--- config.mk ---
export PLATFORM = sky130hd
export DESIGN_NAME = tmr_updown_counter
export DESIGN_NICKNAME = d
export VERILOG_FILES = /design/src/rtl/tmr_pkg.sv /design/src/rtl/tmr_vote3.sv /design/src/rtl/tmr_updown_counter.sv
export SDC_FILE = /design/constraint.sdc
export NUM_CORES = 1
export LEC_CHECK = 0
export BUFFER_PORTS_ARGS = -buffer_cell sky130_fd_sc_hd__buf_2
export CAP_MARGIN = 20
export CELL_PAD_IN_SITES_DETAIL_PLACEMENT = 1
export CELL_PAD_IN_SITES_GLOBAL_PLACEMENT = 2
export CORE_MARGIN = 4
export CORE_UTILIZATION = 30
export CTS_CLUSTER_DIAMETER = 50
export DETAILED_ROUTE_END_ITERATION = 12
export PLACE_DENSITY_LB_ADDON = 0.1
export SETUP_SLACK_MARGIN = 0.2
export SLEW_MARGIN = 0
export SYNTH_ARGS = -nofsm -noshare
export SYNTH_HDL_FRONTEND = slang
export SYNTH_SLANG_ARGS = --single-unit
--- constraint.sdc ---
create_clock -name clk -period 3.54 [get_ports clk]
set_input_delay 0.708 -clock clk [delete_from_list [all_inputs] [get_ports clk]]
set_output_delay 0.708 -clock clk [all_outputs]
set_load 0.005 [all_outputs]
--- src/rtl/tmr_pkg.sv ---
// Shared TMR helpers: saturation policy constants and a bitwise 2-of-3 majority voter.
// Latency: none (constants and a combinational function only).
// Backpressure: not applicable.
package tmr_pkg;

    // Counter end-of-range policy.
    localparam int SAT_WRAP = 0;
    localparam int SAT_SAT  = 1;

    // Widest vector maj3 handles; callers zero-extend their operands and
    // truncate the result back to their own width.
    localparam int MAJ_W = 64;

    // Bitwise majority: each result bit follows at least two of the three inputs.
    function automatic logic [MAJ_W-1:0] maj3(
        input logic [MAJ_W-1:0] a,
        input logic [MAJ_W-1:0] b,
        input logic [MAJ_W-1:0] c
    );
        return (a & b) | (a & c) | (b & c);
    endfunction

endpackage

--- src/rtl/tmr_vote3.sv ---
// Votes three state copies bitwise and flags any disagreement between them.
// Latency: combinational, zero cycles.
// Backpressure: none; this block is pure logic.
// Ports: a/b/c = the three copies, v = voted value, mismatch = copies not all equal.
// Build option TMR_CNT_ERR_EN: when undefined, mismatch is tied to 0 and no compare logic exists.
module tmr_vote3
    import tmr_pkg::*;
#(
    parameter int W = 8
) (
    input  logic [W-1:0] a,
    input  logic [W-1:0] b,
    input  logic [W-1:0] c,
    output logic [W-1:0] v,
    output logic         mismatch
);

    assign v = W'(maj3(MAJ_W'(a), MAJ_W'(b), MAJ_W'(c)));

`ifdef TMR_CNT_ERR_EN
    // Two compares are enough: if a matches both b and c, all three agree.
    assign mismatch = (a != b) || (a != c);
`else
    assign mismatch = 1'b0;
`endif

endmodule

--- src/rtl/tmr_updown_counter.sv ---
// Triple-redundant up/down counter with load, programmable terminal value and wrap/saturate policy.
// Latency: count/load visible 1 cycle after the sampling edge; voting adds none; err lags a mismatch by 1 cycle.
// Backpressure: none; every enabled cycle counts, load overrides en.
// Ports: clk, rst (async active-high), en, up, load, load_val[W] in; count[W], tc, err out.
// Build option TMR_CNT_ERR_EN: builds the copy-mismatch register behind err; otherwise err is tied to 0.
module tmr_updown_counter
    import tmr_pkg::*;
#(
    parameter int W     = 8,
    parameter int MAX   = 2**W - 1,
    parameter int SAT   = SAT_WRAP,
    parameter int SCRUB = 1
) (
    input  logic         clk,
    input  logic         rst,
    input  logic         en,
    input  logic         up,
    input  logic         load,
    input  logic [W-1:0] load_val,
    output logic [W-1:0] count,
    output logic         tc,
    output logic         err
);

    localparam logic [W-1:0] MAX_V = W'(MAX);

    logic [W-1:0] q0, q1, q2;
    logic [W-1:0] v;
    logic         mismatch;
    logic [W-1:0] nxt;
    logic         wr_all;

    tmr_vote3 #(.W(W)) u_vote (
        .a        (q0),
        .b        (q1),
        .c        (q2),
        .v        (v),
        .mismatch (mismatch)
    );

    assign count = v;
    assign tc    = up ? (v == MAX_V) : (v == '0);

    // Every write is derived from the voted value and lands in all three
    // copies, so any write cycle repairs a single corrupted copy.
    always_comb begin
        nxt    = v;
        wr_all = 1'b1;
        if (load) begin
            nxt = (load_val > MAX_V) ? MAX_V : load_val;
        end else if (en && up) begin
            if (v == MAX_V) nxt = (SAT == SAT_SAT) ? MAX_V : '0;
            else            nxt = v + 1'b1;
        end else if (en) begin
            if (v == '0) nxt = (SAT == SAT_SAT) ? '0 : MAX_V;
            else         nxt = v - 1'b1;
        end else begin
            // Idle: scrubbing rewrites the voted value, otherwise copies hold.
            wr_all = (SCRUB != 0);
        end
    end

    always_ff @(posedge clk or posedge rst) begin
        if (rst) begin
            q0 <= '0;
            q1 <= '0;
            q2 <= '0;
        end else if (wr_all) begin
            q0 <= nxt;
            q1 <= nxt;
            q2 <= nxt;
        end
    end

`ifdef TMR_CNT_ERR_EN
    logic err_q;

    always_ff @(posedge clk or posedge rst) begin
        if (rst) err_q <= 1'b0;
        else     err_q <= mismatch;
    end

    assign err = err_q;
`else
    assign err = 1'b0;
`endif

endmodule
==> results.sh, run 1 <==
export IMPL_synthesis_nets=119
export IMPL_drv_cap=0
export IMPL_tns_ns=0
export IMPL_top_regs="q2 (8)"
export IMPL_ant_nets=0
export IMPL_routedWlPerCell_um=16.3
export IMPL_fp_dieH_um=59.5
export IMPL_overflow=0
export IMPL_fp_row_count=18
export IMPL_cpPeakStageDelay_ns=0.50
export IMPL_cp_slowest_cell="or4b_4"
export IMPL_diodes=0
export IMPL_cts_resized_gates=0
export IMPL_h_tree_depth=1
export IMPL_syn_inst=103
export IMPL_drc=0
export IMPL_syn_area_um2=795
export IMPL_synth_avg_cell_area_um2=7.71
export IMPL_yosysWarnings=0
export IMPL_cts_setup_buffers=0
export IMPL_grt_first_pass_wirelength_mm=4.01
export IMPL_min_path_type="in2async"
export IMPL_viasPerCell=5.57
export IMPL_worst_setup_path_type="reg2out"
export IMPL_largest_reg_flops=8
export IMPL_skew_ns=0.00522
export IMPL_track_usage=0.150
export IMPL_vias=819
export IMPL_crit_buf_inv=2
export IMPL_powerDensity_nw_per_um2=333
export IMPL_clock_sinks=8
export IMPL_ys_seq_area_frac=0.252
export IMPL_ios=23
export IMPL_setup_violations=0
export IMPL_cpLargestDelayFamily="simple AND/OR/NAND/NOR gates"
export IMPL_post_route_min_period_ns=2.53
export IMPL_clkLatencyLatePin_ns=0.26
export IMPL_fin_crit_sh=0.714
export IMPL_cts_buffer_depth=2
export IMPL_cts_tree="yes"
export IMPL_n_fill_cell=319
export IMPL_grt_pass1_vias=817
export IMPL_critPathLaunchType="register"
export IMPL_path_cells="inv_1 -> ha_1 -> or4b_4 -> o21ai_0 -> buf_2"
export IMPL_yosysTopAreaCell="dfrtp_1"
export IMPL_area_growth_pct=13.5
export IMPL_finalNetCount=135
export IMPL_status="completed"
export IMPL_synthDistinctLibCells=39
export IMPL_routabilityCongestion=0.751
export IMPL_antenna_found_initial=0
export IMPL_fp_dieW_um=59.5
export IMPL_top_register="q2"
export IMPL_postCtsHoldBufs=0
export IMPL_fmax_mhz=396
export IMPL_critPathMaxFanout=7
export IMPL_drtIter0Drc=15
export IMPL_ir_worst_vdd_mv=0.186
export IMPL_cp_end_kind="output pin"
export IMPL_drive_above_1_share=0.239
export IMPL_initial_utilization=0.318
export IMPL_portBuffers=21
export IMPL_grt_setup_unrepaired="no"
export IMPL_cts_clk_slew_worst_paths_ns=0.06
export IMPL_yosysTopAreaCellShare=0.252
export IMPL_cts_buffers=3
export IMPL_coreArea_um2=2500
export IMPL_final_max_slew_viol_count=0
export IMPL_ys_ff_latch=8
export IMPL_wl_mm=2.40
export IMPL_leakagePower_nw=0.398
export IMPL_final_hold_violation_count=0
export IMPL_cp_arrival_ns=1.82
export IMPL_hpwl_mm=1.87
export IMPL_fin_hold_ws_ns=0.393
export IMPL_reg2reg_slack_ns=1.73
export IMPL_root_buffer="clkbuf_4"
export IMPL_grt_max_degree=15
export IMPL_die_area_um2=3540
export IMPL_required_ns=2.83
export IMPL_firstDrtPassIters=4
export IMPL_synth_area_leaders="dfrtp_1, o21ai_0, nand2_1"
-- layer usage --
layer / part of all wire / global-route usage
met3: 0.059 / 0.0392
met4: 0.019 / 0.0485
met1: 0.46 / 0.196
met5: 0 / 0
met2: 0.46 / 0.237
-- worst paths after layout --
kind,startpoint,to,cells after the start
min in group clk,load_val[1],q2[1]$_DFFE_PP0P_,3
max in group asynchronous,rst,q2[7]$_DFFE_PP0P_,2
max,q2[0]$_DFFE_PP0P_,tc,5
max reg2reg,q2[3]$_DFFE_PP0P_,q2[7]$_DFFE_PP0P_,4
min reg2reg,q2[6]$_DFFE_PP0P_,q2[6]$_DFFE_PP0P_,2
min,rst,q2[6]$_DFFE_PP0P_,2
-- final cells by class --
cell class	count	area, um2	share of cell area
multi-input cells	79	514	0.570
repair buffers	21	105	0.117
flip-flops and latches	8	200	0.222
well taps	30	37.5	0.0416
inverters	6	22.5	0.0250
clock buffers	3	22.5	0.0250
-- kinds of logic after synthesis --
family / after synthesis / synth area share
compound gates: 33 / 0.276
xor+xnor: 5 / 0.0551
fa+ha+maj: 3 / 0.0472
buf+inv: 16 / 0.101
flops: 8 / 0.252
mux: 2 / 0.0252
other cells: 1 / 0.00472
simple gates: 35 / 0.239
-- layout by cell type (no fill, tap or decap), types with 4 or more instances in the layout --
master	instances
nor2_1	4
o21ai_0	10
inv_1	6
dfrtp_1	8
or3_1	4
a21oi_1	5
a31oi_1	4
buf_2	21
nand2_1	11
-- power breakdown --
part | leakage (nW) | switching, mW | internal [mW]
sequential | 0.0945 | 0.0268 | 0.102
clock | 0.0138 | 0.0348 | 0.0391
combinational | 0.290 | 0.0520 | 0.0458
total | 0.398 | 0.114 | 0.187
-- synth_stat cells --
| master | instances |
|---|---|
| nand4b_1 | 1 |
| a211oi_1 | 2 |
| nand2b_1 | 1 |
| a21o_1 | 1 |
| buf_6 | 1 |
| nand3_1 | 2 |
| mux2i_1 | 2 |
| a21oi_1 | 5 |
| o21a_1 | 2 |
| nand4_1 | 2 |
| or4b_4 | 1 |
| nor3b_1 | 1 |
| buf_2 | 4 |
| o31a_1 | 1 |
| ha_1 | 3 |
| or3_1 | 4 |
| nor4_1 | 1 |
| xor2_1 | 2 |
| xnor2_1 | 3 |
| nor2_2 | 1 |
| and2_1 | 1 |
| dfrtp_1 | 8 |
| conb_1 | 1 |
| inv_1 | 6 |
| a311oi_1 | 1 |
| o21ai_0 | 10 |
| and4_1 | 1 |
| nor2_1 | 4 |
| a2bb2oi_1 | 2 |
| or4_1 | 1 |
| nor3_1 | 3 |
| o31ai_1 | 1 |
| o211ai_1 | 2 |
| clkbuf_1 | 3 |
| nand2_1 | 11 |
| a31oi_1 | 4 |
| buf_4 | 2 |
| o31ai_2 | 1 |
| o21bai_2 | 1 |
-- per-stage QoR --
step | power [mW] | worst slack [ns] | cells | utilization | area (um2)
after floorplan | 0.198 | 1.22 | 103 | - | 795
after CTS | 0.303 | 0.994 | 147 | 0.361 | 902
after global placement | 0.228 | 1.13 | 144 | 0.352 | 880
final | 0.300 | 1.01 | 147 | 0.361 | 902
after global routing | 0.328 | 0.885 | 147 | 0.361 | 902
after detailed placement | 0.228 | 1.11 | 144 | 0.352 | 880
No activity file was read; power rests on OpenSTA's default activity.
==> inputs of run 2 (changes only) <==
--- a/config.mk
+++ b/config.mk
@@ -10,7 +10,7 @@
 export CELL_PAD_IN_SITES_DETAIL_PLACEMENT = 1
 export CELL_PAD_IN_SITES_GLOBAL_PLACEMENT = 2
 export CORE_MARGIN = 4
-export CORE_UTILIZATION = 30
+export CORE_UTILIZATION = 25
 export CTS_CLUSTER_DIAMETER = 50
 export DETAILED_ROUTE_END_ITERATION = 12
 export PLACE_DENSITY_LB_ADDON = 0.1
==> constraint.sdc (replaced) <==
create_clock -name clk -period 2.15 [get_ports clk]
set_input_delay 0.43 -clock clk [delete_from_list [all_inputs] [get_ports clk]]
set_output_delay 0.43 -clock clk [all_outputs]
set_load 0.005 [all_outputs]
==> results.sh, run 2 (synthesis results as in run 1) <==
export IMPL_cts_clk_slew_worst_paths_ns=0.07
export IMPL_multi_input_area_um2=533
export IMPL_skew_ns=0.00233
export IMPL_top_register="q2"
export IMPL_portBuffers=21
export IMPL_r2r_start="q2[1]$_DFFE_PP0P_"
export IMPL_final_max_slew_viol_count=0
export IMPL_drtIter0Drc=21
export IMPL_fin_crit_sh=0.952
export IMPL_top_regs="q2 (8)"
export IMPL_cp_arrival_ns=1.62
export IMPL_track_usage=0.154
export IMPL_fin_hold_ws_ns=0.132
export IMPL_powerDensity_nw_per_um2=530
export IMPL_grt_first_pass_wirelength_mm=4.84
export IMPL_fp_dieH_um=64.4
export IMPL_ios=23
export IMPL_layout_common_cells="buf_2, buf_4, nand2_1"
export IMPL_drv_cap=0
export IMPL_wl_mm=2.91
export IMPL_firstDrtPassIters=4
export IMPL_setup_slack_ns=0.102
export IMPL_grt_pass1_vias=926
export IMPL_n_fill_cell=394
export IMPL_critPathMaxFanout=2
export IMPL_cp_slowest_cell="or4b_4"
export IMPL_drive_above_1_share=0.366
export IMPL_grt_setup_unrepaired="yes"
export IMPL_startpoint="q2[1]$_DFFE_PP0P_"
export IMPL_clkLatencyLatePin_ns=0.27
export IMPL_post_route_min_period_ns=2.05
export IMPL_cts_buffers=3
export IMPL_min_path_type="in2async"
export IMPL_vias=882
export IMPL_cts_buffer_depth=2
export IMPL_tns_ns=0
export IMPL_required_ns=1.72
export IMPL_h_tree_depth=1
export IMPL_fmax_mhz=488
export IMPL_root_buffer="clkbuf_4"
export IMPL_grt_max_degree=15
export IMPL_die_area_um2=4140
export IMPL_status="completed"
export IMPL_routabilityCongestion=0.731
export IMPL_drc=0
export IMPL_viasPerCell=5.04
export IMPL_final_common_cell="buf_2"
export IMPL_cp_end_kind="output pin"
export IMPL_fp_row_count=20
export IMPL_leakagePower_nw=0.460
export IMPL_p_total_uw=554
export IMPL_fp_dieW_um=64.4
export IMPL_ir_worst_vdd_mv=0.157
export IMPL_path_cells="inv_2 -> ha_4 -> or4b_4 -> o21ai_2 -> buf_2"
export IMPL_seqCellArea_um2=201
export IMPL_antenna_found_initial=0
export IMPL_largest_reg_flops=8
export IMPL_hpwl_mm=2.10
export IMPL_postCtsHoldBufs=0
export IMPL_diodes=0
export IMPL_worst_setup_path_type="reg2out"
export IMPL_setup_violations=0
export IMPL_cpPeakStageDelay_ns=0.47
export IMPL_crit_buf_inv=2
export IMPL_place_ws_ns=0.157
export IMPL_ant_nets=0
export IMPL_routedWlPerCell_um=16.6
export IMPL_clock_sinks=8
export IMPL_cts_tree="yes"
export IMPL_initial_utilization=0.260
export IMPL_cpLargestDelayFamily="simple AND/OR/NAND/NOR gates"
export IMPL_final_hold_violation_count=0
export IMPL_overflow=0
export IMPL_coreArea_um2=3050
export IMPL_area_growth_pct=31.5
export IMPL_critPathLaunchType="register"
export IMPL_finalNetCount=149
## run 2: metal layers
layer  global-route usage  wire length (um)  up-vias
li1                     -                 -      430
met1                0.183              1350      432
met2                0.274              1430       16
met3               0.0334               105        4
met4               0.0475                21        0
met5                    0                 0        -
## run 2: area by class of cell
type,instances,share of cell area
Tap cell,44,0.0527
Inverter,6,0.0216
Timing Repair Buffer,35,0.201
Sequential cell,8,0.193
Multi-Input combinational cell,79,0.510
Clock buffer,3,0.0216
## run 2: repair_timing
action / in CTS / in global routing
pin swaps: 2 / 1
gates resized for setup: 8 / 0
setup buffers: 5 / 2
endpoints found under the setup margin: 1 / 1
## run 2: worst paths after layout
kind	cells past startpoint	end	slack, ns
setup reg to reg	8	q2[2]$_DFFE_PP0P_	0.26
min in group clk	3	q2[1]$_DFFE_PP0P_	0.37
max in group asynchronous	2	q2[0]$_DFFE_PP0P_	1.72
hold reg to reg	2	q2[6]$_DFFE_PP0P_	0.71
setup / recovery	5	tc	0.10
hold / removal	2	q2[4]$_DFFE_PP0P_	0.13
## run 2: metrics by stage
step / area, um2 / utilization / std cells
after global routing: 1040 / 0.342 / 175
after CTS: 1030 / 0.337 / 173
final: 1040 / 0.342 / 175
after detailed placement: 950 / 0.311 / 165
after floorplan: 795 / - / 103
after global placement: 950 / 0.311 / 165
## run 2: power by group
part	internal [mW]	total (mW)	switching, mW
Combinational	0.109	0.233	0.124
Clock	0.0648	0.133	0.0686
Sequential	0.168	0.188	0.0195
==> inputs of run 3 (changes only) <==
--- a/config.mk
+++ b/config.mk
@@ -14,6 +14,7 @@
 export CTS_CLUSTER_DIAMETER = 50
 export DETAILED_ROUTE_END_ITERATION = 12
 export PLACE_DENSITY_LB_ADDON = 0.1
+export REMOVE_ABC_BUFFERS = 1
 export SETUP_SLACK_MARGIN = 0.2
 export SLEW_MARGIN = 0
 export SYNTH_ARGS = -nofsm -noshare
==> results.sh, run 3 (synthesis results as in run 1) <==
export IMPL_p_total_uw=535
export IMPL_fp_row_count=20
export IMPL_antenna_found_initial=0
export IMPL_required_ns=1.72
export IMPL_setup_violations=0
export IMPL_clock_sinks=8
export IMPL_drtIter0Drc=13
export IMPL_top_regs="q2 (8)"
export IMPL_vias=845
export IMPL_cpPeakStageDelay_ns=0.46
export IMPL_internal_power_uw=335
export IMPL_wl_mm=2.80
export IMPL_critPathLaunchType="register"
export IMPL_r2r_end="q2[5]$_DFFE_PP0P_"
export IMPL_cts_buffer_depth=2
export IMPL_drv_cap=0
export IMPL_place_inst=163
export IMPL_finalNonFillerCells=169
export IMPL_min_path_type="in2async"
export IMPL_grt_first_pass_wirelength_mm=4.50
export IMPL_top_register="q2"
export IMPL_viasPerCell=5.00
export IMPL_grt_setup_unrepaired="yes"
export IMPL_routabilityCongestion=0.753
export IMPL_grt_max_degree=15
export IMPL_path_cells="inv_2 -> ha_4 -> or4b_4 -> o21ai_2 -> buf_2"
export IMPL_post_route_min_period_ns=2.02
export IMPL_worst_setup_path_type="reg2out"
export IMPL_status="completed"
export IMPL_ir_worst_vdd_mv=0.235
export IMPL_place_ws_ns=0.228
export IMPL_r2r_start="q2[1]$_DFFE_PP0P_"
export IMPL_firstDrtPassIters=4
export IMPL_overflow=0
export IMPL_netSwitchingFraction=0.373
export IMPL_pwr_share_seq=0.346
export IMPL_cts_buffers=3
export IMPL_portBuffers=21
export IMPL_final_hold_violation_count=0
export IMPL_leakagePower_nw=0.437
export IMPL_drc=0
export IMPL_drive_above_1_share=0.336
export IMPL_fp_dieW_um=64.4
export IMPL_grt_pass1_vias=837
export IMPL_crit_buf_inv=2
export IMPL_clkLatencyLatePin_ns=0.26
export IMPL_fin_area_um2=1010
export IMPL_fp_dieH_um=64.4
export IMPL_fmax_mhz=495
export IMPL_tns_ns=0
export IMPL_rr_worst_depth=5
export IMPL_final_max_slew_viol_count=0
export IMPL_n_fill_cell=400
export IMPL_root_buffer="clkbuf_4"
export IMPL_fin_crit_sh=0.939
export IMPL_die_area_um2=4140
export IMPL_reg2reg_slack_ns=0.40
export IMPL_comb_power_share=0.428
export IMPL_ant_nets=0
export IMPL_track_usage=0.143
export IMPL_largest_reg_flops=8
export IMPL_powerDensity_nw_per_um2=528
export IMPL_startpoint="q2[1]$_DFFE_PP0P_"
export IMPL_critPathMaxFanout=2
export IMPL_final_core_util=0.332
export IMPL_ios=23
export IMPL_cts_tree="yes"
export IMPL_area_growth_pct=27.4
export IMPL_cp_end_kind="output pin"
export IMPL_h_tree_depth=1
export IMPL_fin_hold_ws_ns=0.125
export IMPL_cp_slowest_cell="or4b_4"
export IMPL_postCtsHoldBufs=0
export IMPL_initial_utilization=0.260
export IMPL_hpwl_mm=2.04
export IMPL_routedWlPerCell_um=16.5
export IMPL_coreArea_um2=3050
export IMPL_layout_common_cells="buf_2, nand2_1, o21ai_0"
export IMPL_cts_clk_slew_worst_paths_ns=0.06
export IMPL_skew_ns=0.0128
export IMPL_pwr_share_clk=0.226
export IMPL_final_common_cell="buf_2"
export IMPL_finalNetCount=143
export IMPL_dpl_cell_area_um2=935
export IMPL_cp_arrival_ns=1.59
export IMPL_power_switching_uw=199
export IMPL_cpLargestDelayFamily="simple AND/OR/NAND/NOR gates"
export IMPL_setup_slack_ns=0.130
export IMPL_diodes=0
[run 3: cell count changes in the layout (fill, tap and decap cells not counted), sizes merged]
cell	previous run	this run
buf	35	29
[run 3: how the worst max path moves through the flow]
stage / to / slack [ns] / cells after the start
after floorplan: tc / 0.36 / 4
after global placement: tc / 0.28 / 5
after detailed placement: tc / 0.23 / 5
after CTS: tc / 0.12 / 5
after global routing: tc / 0.07 / 5
final: tc / 0.13 / 5
[run 3: timing repair]
| item | CTS | global route |
|---|---|---|
| resized for setup | 8 | 1 |
| pin swaps | 1 | 1 |
| buffers inserted | 3 | 0 |
| setup endpoints to repair | 1 | 1 |
[run 3: cell type report]
| type | instances | area [um2] | share of cell area |
|---|---|---|---|
| clock buffers | 3 | 22.5 | 0.0222 |
| inverters | 6 | 22.5 | 0.0222 |
| multi-input cells | 79 | 547 | 0.540 |
| flip-flops and latches | 8 | 200 | 0.198 |
| well taps | 44 | 55.1 | 0.0544 |
| repair buffers | 29 | 165 | 0.163 |
[run 3: power by group through the flow]
stage | combinational (mW) | clock (mW) | sequential [mW]
2_1_floorplan | 0.0996 | 0 | 0.204
3_3_place_gp | 0.206 | 0 | 0.188
4_1_cts | 0.228 | 0.127 | 0.185
5_1_grt | 0.253 | 0.140 | 0.188
6_report | 0.229 | 0.121 | 0.185
3_5_place_dp | 0.208 | 0 | 0.189
[run 3: metal layers]
layer	up-vias	track usage	wire, um
li1	413	-	-
met1	411	0.187	1310
met2	19	0.237	1350
met3	2	0.0422	120
met4	0	0.0211	15
met5	-	0	0
